## src/rtl/trace_retire_queue_if.sv

```systemverilog
// rtl/trace_retire_queue_if.sv - retirement input bus and trace record output bus
interface trace_retire_queue_if;
  logic        ret_valid;
  logic [31:0] ret_insn;
  logic [31:0] ret_pc;
  logic [31:0] ret_pc_next;
  logic [4:0]  ret_rd_addr;
  logic [31:0] ret_rd_wdata;
  logic        ret_trap;
  logic        ret_halt;
  logic        core_stall;

  logic        out_valid;
  logic        out_ready;
  logic [63:0] out_order;
  logic [31:0] out_insn;
  logic [31:0] out_pc;
  logic [31:0] out_pc_next;
  logic [4:0]  out_rd_addr;
  logic [31:0] out_rd_wdata;
  logic        out_trap;
  logic        out_halt;

  modport master (
    output ret_valid, ret_insn, ret_pc, ret_pc_next, ret_rd_addr, ret_rd_wdata,
           ret_trap, ret_halt, out_ready,
    input  core_stall, out_valid, out_order, out_insn, out_pc, out_pc_next,
           out_rd_addr, out_rd_wdata, out_trap, out_halt
  );

  modport slave (
    input  ret_valid, ret_insn, ret_pc, ret_pc_next, ret_rd_addr, ret_rd_wdata,
           ret_trap, ret_halt, out_ready,
    output core_stall, out_valid, out_order, out_insn, out_pc, out_pc_next,
           out_rd_addr, out_rd_wdata, out_trap, out_halt
  );
endinterface

```

## src/rtl/trace_retire_queue.sv

```systemverilog
// rtl/trace_retire_queue.sv - first-word-fall-through queue of retired-instruction trace records
module trace_retire_queue #(
  parameter int DEPTH = 4
) (
  input  logic                 clk,
  input  logic                 rst_n,
  input  logic                 trc_en,
  trace_retire_queue_if.slave  bus,
  output logic                 overflow,
  output logic                 done
);

  localparam int AW = (DEPTH > 1) ? $clog2(DEPTH) : 1;
  localparam logic [AW:0] FULL = (AW+1)'(DEPTH);
  localparam logic [AW:0] ONE  = (AW+1)'(1);

  typedef enum logic [1:0] {IDLE, RUN, DRAIN, DONE} state_t;

  typedef struct packed {
    logic [63:0] order;
    logic [31:0] insn;
    logic [31:0] pc;
    logic [31:0] pc_next;
    logic [4:0]  rd_addr;
    logic [31:0] rd_wdata;
    logic        trap;
    logic        halt;
  } rec_t;

  state_t      state;
  logic [AW:0] count;
  logic [AW:0] count_nxt;
  logic [AW-1:0] head;
  logic [AW-1:0] tail;
  logic [63:0] order;
  rec_t        mem [DEPTH];
  rec_t        head_rec;
  rec_t        new_rec;

  logic push;
  logic pop;
  logic drop;
  logic flush;

  // Leaving a session mid-flight takes priority over any push/pop that edge.
  assign flush = ((state == RUN) || (state == DRAIN)) && !trc_en;
  assign pop   = (count != '0) && bus.out_ready;
  assign push  = (state == RUN) && trc_en && bus.ret_valid && ((count != FULL) || pop);
  assign drop  = (state == RUN) && trc_en && bus.ret_valid && (count == FULL) && !pop;

  always_comb begin
    count_nxt = count;
    if (push && !pop)
      count_nxt = count + ONE;
    else if (pop && !push)
      count_nxt = count - ONE;
  end

  always_comb begin
    new_rec          = '0;
    new_rec.order    = order;
    new_rec.insn     = bus.ret_insn;
    new_rec.pc       = bus.ret_pc;
    new_rec.pc_next  = bus.ret_pc_next;
    new_rec.rd_addr  = bus.ret_rd_addr;
    new_rec.rd_wdata = (bus.ret_rd_addr == 5'd0) ? 32'd0 : bus.ret_rd_wdata;
    new_rec.trap     = bus.ret_trap;
    new_rec.halt     = bus.ret_halt;
  end

  always_ff @(posedge clk) begin
    if (push)
      mem[tail] <= new_rec;
  end

  always_ff @(posedge clk or negedge rst_n) begin
    if (!rst_n) begin
      state    <= IDLE;
      count    <= '0;
      head     <= '0;
      tail     <= '0;
      order    <= '0;
      overflow <= 1'b0;
    end else if (flush) begin
      state <= IDLE;
      count <= '0;
      head  <= '0;
      tail  <= '0;
    end else begin
      if (push) tail <= tail + AW'(1);
      if (pop)  head <= head + AW'(1);
      count <= count_nxt;
      if (push) order <= order + 64'd1;
      if (drop) overflow <= 1'b1;
      case (state)
        IDLE: begin
          if (trc_en) begin
            state    <= RUN;
            order    <= '0;
            overflow <= 1'b0;
          end
        end
        RUN: begin
          if (push && bus.ret_halt) state <= DRAIN;
        end
        DRAIN: begin
          if (count_nxt == '0) state <= DONE;
        end
        DONE: begin
          if (!trc_en) state <= IDLE;
        end
        default: state <= IDLE;
      endcase
    end
  end

  assign head_rec         = mem[head];
  assign bus.core_stall   = (state == RUN) && (count == FULL);
  assign bus.out_valid    = (count != '0);
  assign bus.out_order    = bus.out_valid ? head_rec.order : 64'd0;
  assign bus.out_insn     = head_rec.insn;
  assign bus.out_pc       = head_rec.pc;
  assign bus.out_pc_next  = head_rec.pc_next;
  assign bus.out_rd_addr  = head_rec.rd_addr;
  assign bus.out_rd_wdata = head_rec.rd_wdata;
  assign bus.out_trap     = head_rec.trap;
  assign bus.out_halt     = head_rec.halt;
  assign done             = (state == DONE);

endmodule

```

## src/flat_wrapper.sv

```systemverilog
// flat-port wrapper written by rule: the top's interface ports become plain ports
module trace_retire_queue_flat 
#(
  parameter int DEPTH = 4
)
  (clk, rst_n, trc_en, overflow, done, bus_ret_valid, bus_ret_insn, bus_ret_pc, bus_ret_pc_next, bus_ret_rd_addr, bus_ret_rd_wdata, bus_ret_trap, bus_ret_halt, bus_out_ready, bus_core_stall, bus_out_valid, bus_out_order, bus_out_insn, bus_out_pc, bus_out_pc_next, bus_out_rd_addr, bus_out_rd_wdata, bus_out_trap, bus_out_halt);
  trace_retire_queue_if bus_i ();
  input  logic clk;
  input  logic rst_n;
  input  logic trc_en;
  output logic overflow;
  output logic done;
  input wire logic [$bits(bus_i.ret_valid)-1:0] bus_ret_valid;
  input wire logic [$bits(bus_i.ret_insn)-1:0] bus_ret_insn;
  input wire logic [$bits(bus_i.ret_pc)-1:0] bus_ret_pc;
  input wire logic [$bits(bus_i.ret_pc_next)-1:0] bus_ret_pc_next;
  input wire logic [$bits(bus_i.ret_rd_addr)-1:0] bus_ret_rd_addr;
  input wire logic [$bits(bus_i.ret_rd_wdata)-1:0] bus_ret_rd_wdata;
  input wire logic [$bits(bus_i.ret_trap)-1:0] bus_ret_trap;
  input wire logic [$bits(bus_i.ret_halt)-1:0] bus_ret_halt;
  input wire logic [$bits(bus_i.out_ready)-1:0] bus_out_ready;
  output wire logic [$bits(bus_i.core_stall)-1:0] bus_core_stall;
  output wire logic [$bits(bus_i.out_valid)-1:0] bus_out_valid;
  output wire logic [$bits(bus_i.out_order)-1:0] bus_out_order;
  output wire logic [$bits(bus_i.out_insn)-1:0] bus_out_insn;
  output wire logic [$bits(bus_i.out_pc)-1:0] bus_out_pc;
  output wire logic [$bits(bus_i.out_pc_next)-1:0] bus_out_pc_next;
  output wire logic [$bits(bus_i.out_rd_addr)-1:0] bus_out_rd_addr;
  output wire logic [$bits(bus_i.out_rd_wdata)-1:0] bus_out_rd_wdata;
  output wire logic [$bits(bus_i.out_trap)-1:0] bus_out_trap;
  output wire logic [$bits(bus_i.out_halt)-1:0] bus_out_halt;
  assign bus_i.ret_valid = bus_ret_valid;
  assign bus_i.ret_insn = bus_ret_insn;
  assign bus_i.ret_pc = bus_ret_pc;
  assign bus_i.ret_pc_next = bus_ret_pc_next;
  assign bus_i.ret_rd_addr = bus_ret_rd_addr;
  assign bus_i.ret_rd_wdata = bus_ret_rd_wdata;
  assign bus_i.ret_trap = bus_ret_trap;
  assign bus_i.ret_halt = bus_ret_halt;
  assign bus_i.out_ready = bus_out_ready;
  assign bus_core_stall = bus_i.core_stall;
  assign bus_out_valid = bus_i.out_valid;
  assign bus_out_order = bus_i.out_order;
  assign bus_out_insn = bus_i.out_insn;
  assign bus_out_pc = bus_i.out_pc;
  assign bus_out_pc_next = bus_i.out_pc_next;
  assign bus_out_rd_addr = bus_i.out_rd_addr;
  assign bus_out_rd_wdata = bus_i.out_rd_wdata;
  assign bus_out_trap = bus_i.out_trap;
  assign bus_out_halt = bus_i.out_halt;
  trace_retire_queue #(.DEPTH(DEPTH)) u_core (.clk(clk), .rst_n(rst_n), .trc_en(trc_en), .bus(bus_i), .overflow(overflow), .done(done));
endmodule
```

## config.mk

```make
export PLATFORM = sky130hd
export DESIGN_NAME = trace_retire_queue_flat
export DESIGN_NICKNAME = d
export VERILOG_FILES = /design/src/rtl/trace_retire_queue_if.sv /design/src/rtl/trace_retire_queue.sv /design/src/flat_wrapper.sv
export SDC_FILE = /design/constraint.sdc
export NUM_CORES = 1
export LEC_CHECK = 0
export ABC_CLOCK_PERIOD_IN_PS = 9300
export BUFFER_PORTS_ARGS = -buffer_cell sky130_fd_sc_hd__buf_4
export CAP_MARGIN = 10
export CORE_MARGIN = 4
export CORE_UTILIZATION = 50
export CTS_CLUSTER_DIAMETER = 50
export DETAILED_ROUTE_END_ITERATION = 12
export MAX_ROUTING_LAYER = met4
export PLACE_DENSITY = 0.77
export SYNTH_ARGS = -nofsm -noshare
export SYNTH_HDL_FRONTEND = slang
export SYNTH_SLANG_ARGS = --single-unit
```

## constraint.sdc

```tcl
create_clock -name clk -period 9.3 [get_ports clk]
set_clock_uncertainty 0.15 [all_clocks]
set_input_delay 0.93 -clock clk [delete_from_list [all_inputs] [get_ports clk]]
set_output_delay 0.93 -clock clk [all_outputs]
set_load 0.01 [all_outputs]
```

==> results of run 1 <==
per-stage QoR:
| step | hold slack, ps | utilization | std cells | setup WS [ps] |
|---|---|---|---|---|
| after floorplan | 321 | - | 1616 | 2260 |
| after global placement | 371 | 0.561 | 2756 | 4990 |
| final | 317 | 0.606 | 2934 | 4680 |
| after CTS | 303 | 0.606 | 2930 | 4570 |
| after detailed placement | 368 | 0.561 | 2757 | 4950 |
| after global routing | 309 | 0.606 | 2933 | 4410 |
worst reg2reg max path: cells and delay by family, from the launching register on:
family | cells | cell delay [ps]
adder cells (fa/ha/maj) | 1 | 310
buffers and inverters | 2 | 700
flip-flops | 1 | 450
AND/OR/NAND/NOR | 3 | 1820
worst min path at each step:
| stage | startpoint | to |
|---|---|---|
| floorplan | u_core.order[33] | u_core.mem[0][168] |
| detailed placement | u_core.overflow | u_core.overflow |
| global route | bus_ret_insn[21] | u_core.mem[2][124] |
| CTS | bus_ret_insn[24] | u_core.mem[0][127] |
| global placement | u_core.overflow | u_core.overflow |
| finish | rst_n | u_core.order[8] |
power by group through the flow:
stage | logic [W] | registers [W] | clock network (W)
finish | 0.00269 | 0.00454 | 0.00354
global route | 0.00289 | 0.00456 | 0.00381
CTS | 0.00276 | 0.00455 | 0.00362
detailed placement | 0.00274 | 0.00463 | 0
global placement | 0.00271 | 0.00462 | 0
floorplan | 0.00164 | 0.00454 | 0
registers in the layout (all words and copies together), names as in the netlist:
| signal | cells |
|---|---|
| u_core.count | 3 |
| u_core.tail | 2 |
| u_core.state | 2 |
| u_core.head | 2 |
| u_core.order | 64 |
| u_core.overflow | 1 |
| u_core.mem | 796 |
logic make-up after synthesis:
group           synth area share
compound gates            0.0160
mux                        0.136
simple gates              0.0554
xor+xnor                 0.00835
buf+inv                   0.0120
flops                      0.767
fa+ha+maj                0.00485
per-layer routing:
metal,up-vias,global-route usage,share of wire
met2,660,0.323,0.50
li1,7359,-,-
met5,-,-,0
met4,0,0.0570,0.023
met3,113,0.0480,0.075
met1,8907,0.277,0.41
cell usage after synthesis (all sizes together), types with 2 or more instances:
cell type / count
o31ai: 3
o211ai: 10
mux4: 199
nor2b: 36
nand4: 26
or4: 14
clkbuf: 50
nand2: 52
and4: 2
o41ai: 13
nand3: 33
ha: 13
mux2i: 8
xor2: 27
dfrtp: 74
edfxtp: 796
buf: 32
o311ai: 13
and2: 71
nor3: 2
o211a: 2
inv: 16
a41oi: 2
xnor2: 5
and3: 11
nand2b: 16
o21ai: 9
or3: 4
nor2: 45
a21oi: 9
nor4: 11
layout by cell type, fill, tap and decap left out, types with 5 or more instances in the layout:
cell type  netlist  final
mux4_2         199    199
inv_6            0      6
dfrtp_1         74     72
nand2b_1        16     16
clkinv_2         0     14
nand2_1         52     52
o311ai_1         9      9
clkinv_1         0     14
and2_1          71     67
and3_1          11     11
xor2_1          27     27
ha_1            13     13
a21oi_1          9      9
mux2i_1          8      8
o211ai_1        10     10
nand3_1         32     32
clkbuf_16        0     94
edfxtp_1       796    796
nand4_1         25     25
bufinv_16        0      5
nor2b_1         36     36
o21ai_0          9      9
inv_1           16     16
clkbuf_1        50     23
xnor2_1          5      5
nor2_1          45     44
or4_1           14     14
buf_4            0    354
o41ai_1         13     13
cell type report:
| class | count | area (µm²) |
|---|---|---|
| well taps | 864 | 1080 |
| flip-flops and latches | 870 | 25800 |
| repair buffers | 359 | 2750 |
| inverters | 16 | 60.1 |
| multi-input cells | 648 | 7420 |
| diodes | 4 | 10.0 |
| clock inverters | 53 | 513 |
| fillers | 4608 | 26000 |
| clock buffers | 120 | 2480 |
==> metrics, run 1 <==
Worst Tran Pin Value=1200 ps; largest net degree at the start of global routing=around 150; ANT nets after route=0; critical-path cell list=buf_4 > mux4_2 > and2_1 > buf_4; Post-CTS Resized=0; Worst R2R Path Depth=6; Die Wd=between 200 and 300 µm; # clock sinks=870; Critical Path RT=8220 ps; Worst path depth=4; total wire length=71600 µm; hold crit path type=input port to asynchronous set/reset pin; dpl hpwl=42100 µm; crit share post-route=0.497; CP startpoint=u_core.head[1]; share of the synthesized area in the top cell type=0.712; number of global-route vias before repair=about 18000; TNS Setup=0 ps; first-pass GRT wire length=108000 µm; highest clock rate=216 MHz; Clock Tree Root=clkbuf_16; total track usage=0.206; Flop pwr share=0.422; Nets=about 2100; Hold-fix buffers, CTS=0; flop-to-flop setup slack=around 5000 ps; CP top delay family=flip-flops; Clock transition at path regs=60 ps; status=finished, final reports clean; Unique masters post-synth=about 50; num ports=approximately 340; Period minus WS final=4620 ps; Hold Vio Cnt, Final=0; cell accounting for the most synthesized area=edfxtp_1; pwr dens=between 200 and 300 nW/µm²; CP endpoint=bus_out_order[44]; worst r2r src=u_core.count[0]; Syn Std Cell Area=approximately 34000 µm²; number of synthesized flops with an enable pin=just under 800; CP max stage delay=between 1000 and 1500 ps; startpoint class of the critical path=flip-flop; initial antenna violation count=3; CP dominant cell by count=buf_4; area delta synth->final=19.4%; YS warnings=0; num rows=94; Pint=0.00782 W; Post-CTS Setup Bufs=0; Chip Height=between 200 and 300 µm; Worst-Skew Late Latency=approximately 630 ps; TritonRoute pass-1 iters=5; Async S/R FF share, synth=0.0851; Die Footprint=71300 µm²; Num CTS Buffers=between 90 and 100; routed len/inst=around 24 µm; DR vias/cell=around 5.8; Vias=~17000; H-tree level count=3; crit path max fanout=67; Clock Path Buffers=3; IO buf count=between 300 and 400; Comb power frac=0.250; MaxCap Viol Count=0; Peak VDD IR=0.217 mV; dpl cell area=37100 µm²; Pwr Total=~0.011 W; Post-Syn Instances=about 1600; syn avg cell area=~21 µm²; Worst EP arrival=about 3500 ps; Leak=roughly 14 nW; unrepaired setup endpoints after global routing=no; Worst R2R End=u_core.mem[3][186]; Slew headroom=0.200; gr ovfl total=0; ys flop type=edfxtp_1; CP max stage cell=dfrtp_4; Critical Path Sink Type=output port; Sw Ratio=0.274; part of the Yosys area used for sequential elements=0.767; Starting Density=0.508; final setup fails=0; DRT iter0 DRCs=between 1500 and 2000; final count of pins violating max slew=0; clock share of power=0.329; Switch Pwr=just under 0.003 W; GP Congestion=slightly above 0.8; core box area=66100 µm²; post-route cell area=~40000 µm²; layout cell share with drive strength beyond 1=0.345; synth top area cells=edfxtp_1, mux4_2, dfrtp_1, and2_1, xor2_1; DRC errors left=0; crit path buf inv count=2; CTS tree=done; Syn Nets=1769; FF+latch count, synth=870; CP Class=flip-flop to output port
Power figures use the tool's default switching activity.
==> run 2, diff against run 1 <==
ABC_CLOCK_PERIOD_IN_PS = 4300   (was 9300)
clock period = 4.3 ns   (was 9.3 ns; I/O delays follow)
==> metrics, run 2 (synthesis gave the netlist of run 1 again) <==
status=finished, final reports clean; H-tree level count=3 (unchanged); Leak=14.6 nW (+4.8%); FILL cells=4396 (-4.6%); worst r2r src=u_core.count[0]; Critical Path RT=3720 ps (-4500 ps); Nets=2267 (+5.9%); first-pass GRT wire length=114000 µm (+5.2%); # clock sinks=870 (unchanged); TNS Setup=0 ps (unchanged); TritonRoute pass-1 iters=5 (unchanged); unrepaired setup endpoints after global routing=no; CP max stage cell=dfrtp_1; post-route insts no fill=3061 (+4.3%); Worst Tran Pin Value=1120 ps (-79.9 ps); Worst path depth=8 (+4); IO buf count=342 (unchanged); startpoint class of the critical path=flip-flop; Die Footprint=71300 µm² (unchanged); Worst R2R End=u_core.order[59]; total wire length=75700 µm (+5.8%); highest clock rate=between 200 and 300 MHz; area delta synth->final=24.1%; num ports=343 (unchanged); Num CTS Buffers=92 (-1.1%); Worst EP arrival=2960 ps (-580 ps); DRC errors left=0 (unchanged); largest net degree at the start of global routing=75 (-51%); Post-CTS Resized=0 (unchanged); ANT nets after route=0 (unchanged); Top Registers=u_core.mem: 796 flops, u_core.order: 64 flops, u_core.count: 3 flops; CTS tree=done; final setup fails=0 (unchanged); Peak VDD IR=0.496 mV (+130%); CP max stage delay=460 ps (-640 ps); flop-to-flop setup slack=1080 ps (-3930 ps); commonest non-fill, non-tap cell in the layout=edfxtp_1; number of global-route vias before repair=18430 (+4.0%); Starting Density=0.508 (unchanged); Clock transition at path regs=60 ps (about the same); hold path start=bus_ret_rd_wdata[20]; routed len/inst=24.7 µm (+1.4%); MaxCap Viol Count=0 (unchanged); hold crit path type=input port to flip-flop; Slew headroom=0.254 (+0.0534); Worst-Skew Late Latency=620 ps (about the same); layout cell share with drive strength beyond 1=0.338 (-0.00642); CP endpoint=bus_out_order[57]; Vias=17825 (+4.6%); critical-path cell list=inv_1 > ha_1 > nor2b_1 > inv_1 > buf_16 > buf_4 > and2_1 > buf_4; initial antenna violation count=10 (+7); num rows=94 (unchanged); CP startpoint=u_core.count[0]; crit path buf inv count=5 (+3); Clock Tree Root=clkbuf_16; most frequent cells in the layout=edfxtp_1, buf_4, mux4_2; total track usage=0.218 (+0.0116); register name with the most flops=u_core.mem; Chip Height=267 µm (unchanged); Die Wd=267 µm (unchanged); final count of pins violating max slew=0 (unchanged); pwr dens=574 nW/µm² (+110%); crit share post-route=0.824; Hold Vio Cnt, Final=0 (unchanged); CP Class=flip-flop to output port; DRT iter0 DRCs=1955 (+25%); crit path max fanout=32 (-52%); CP top delay family=buffers and inverters; Period minus WS final=approximately 3500 ps; Largest register FFs=796 (unchanged); Critical Path Sink Type=output port; core box area=66100 µm² (unchanged); Clock Path Buffers=3 (unchanged); DR vias/cell=5.82 (+0.27%); GP Congestion=0.784 (-3.5%); gr ovfl total=0 (unchanged); Worst R2R Path Depth=8 (+2); dpl hpwl=44100 µm (+4.8%); dpl cells=2779 (+0.80%)
-- run 2: area by class of cell --
type | instances | area (µm²) | area share
multi-input combinational | 648 | 7420 | 0.178
antenna | 9 | 22.5 | 0.000541
timing repair buffer | 486 | 4200 | 0.101
tap | 864 | 1080 | 0.0260
clock inverter | 54 | 619 | 0.0149
inverter | 16 | 60.1 | 0.00144
sequential | 870 | 25800 | 0.619
clock buffer | 114 | 2470 | 0.0593
-- run 2: report_power, final --
part / switching, W / internal [W] / leakage, nW / total [W]
clock: 0.00323 / 0.00472 / 1.49 / 0.00795
sequential: 0.000248 / 0.00953 / 8.40 / 0.00977
combinational: 0.00302 / 0.00316 / 4.66 / 0.00618
-- run 2: routing by layer --
metal	vias to the layer above	track usage	share of wire
met5	-	-	0
met4	0	0.0591	0.025
met3	133	0.0462	0.077
met2	796	0.344	0.50
met1	9280	0.293	0.40
li1	7616	-	-
-- run 2: timing repair --
item / 4_1_cts / 5_1_grt
hold buffers: 104 / 0
endpoints found under the hold margin: 486 / 0
buffers inserted: 0 / 0
-- run 2: worst min path at each step --
stage | end | slack, ps | cells past startpoint
after floorplan | u_core.count[0] | -20 | 0
after global routing | u_core.mem[2][22] | 50 | 2
after CTS | u_core.mem[2][22] | 40 | 2
final | u_core.mem[3][22] | 90 | 2
after detailed placement | u_core.overflow | 390 | 2
after global placement | u_core.mem[2][197] | 380 | 0
-- run 2: through the flow --
step | utilization | worst slack [ps] | cell area, µm² | power (W) | hold slack [ps]
floorplan | - | -310 | 33600 | 0.0133 | -15.6
global placement | 0.567 | 1130 | 37500 | 0.0160 | 377
detailed placement | 0.567 | 952 | 37500 | 0.0161 | 391
CTS | 0.629 | 271 | 41600 | 0.0241 | 38.8
global route | 0.630 | 542 | 41600 | 0.0249 | 47.3
finish | 0.630 | 759 | 41600 | 0.0239 | 86.6
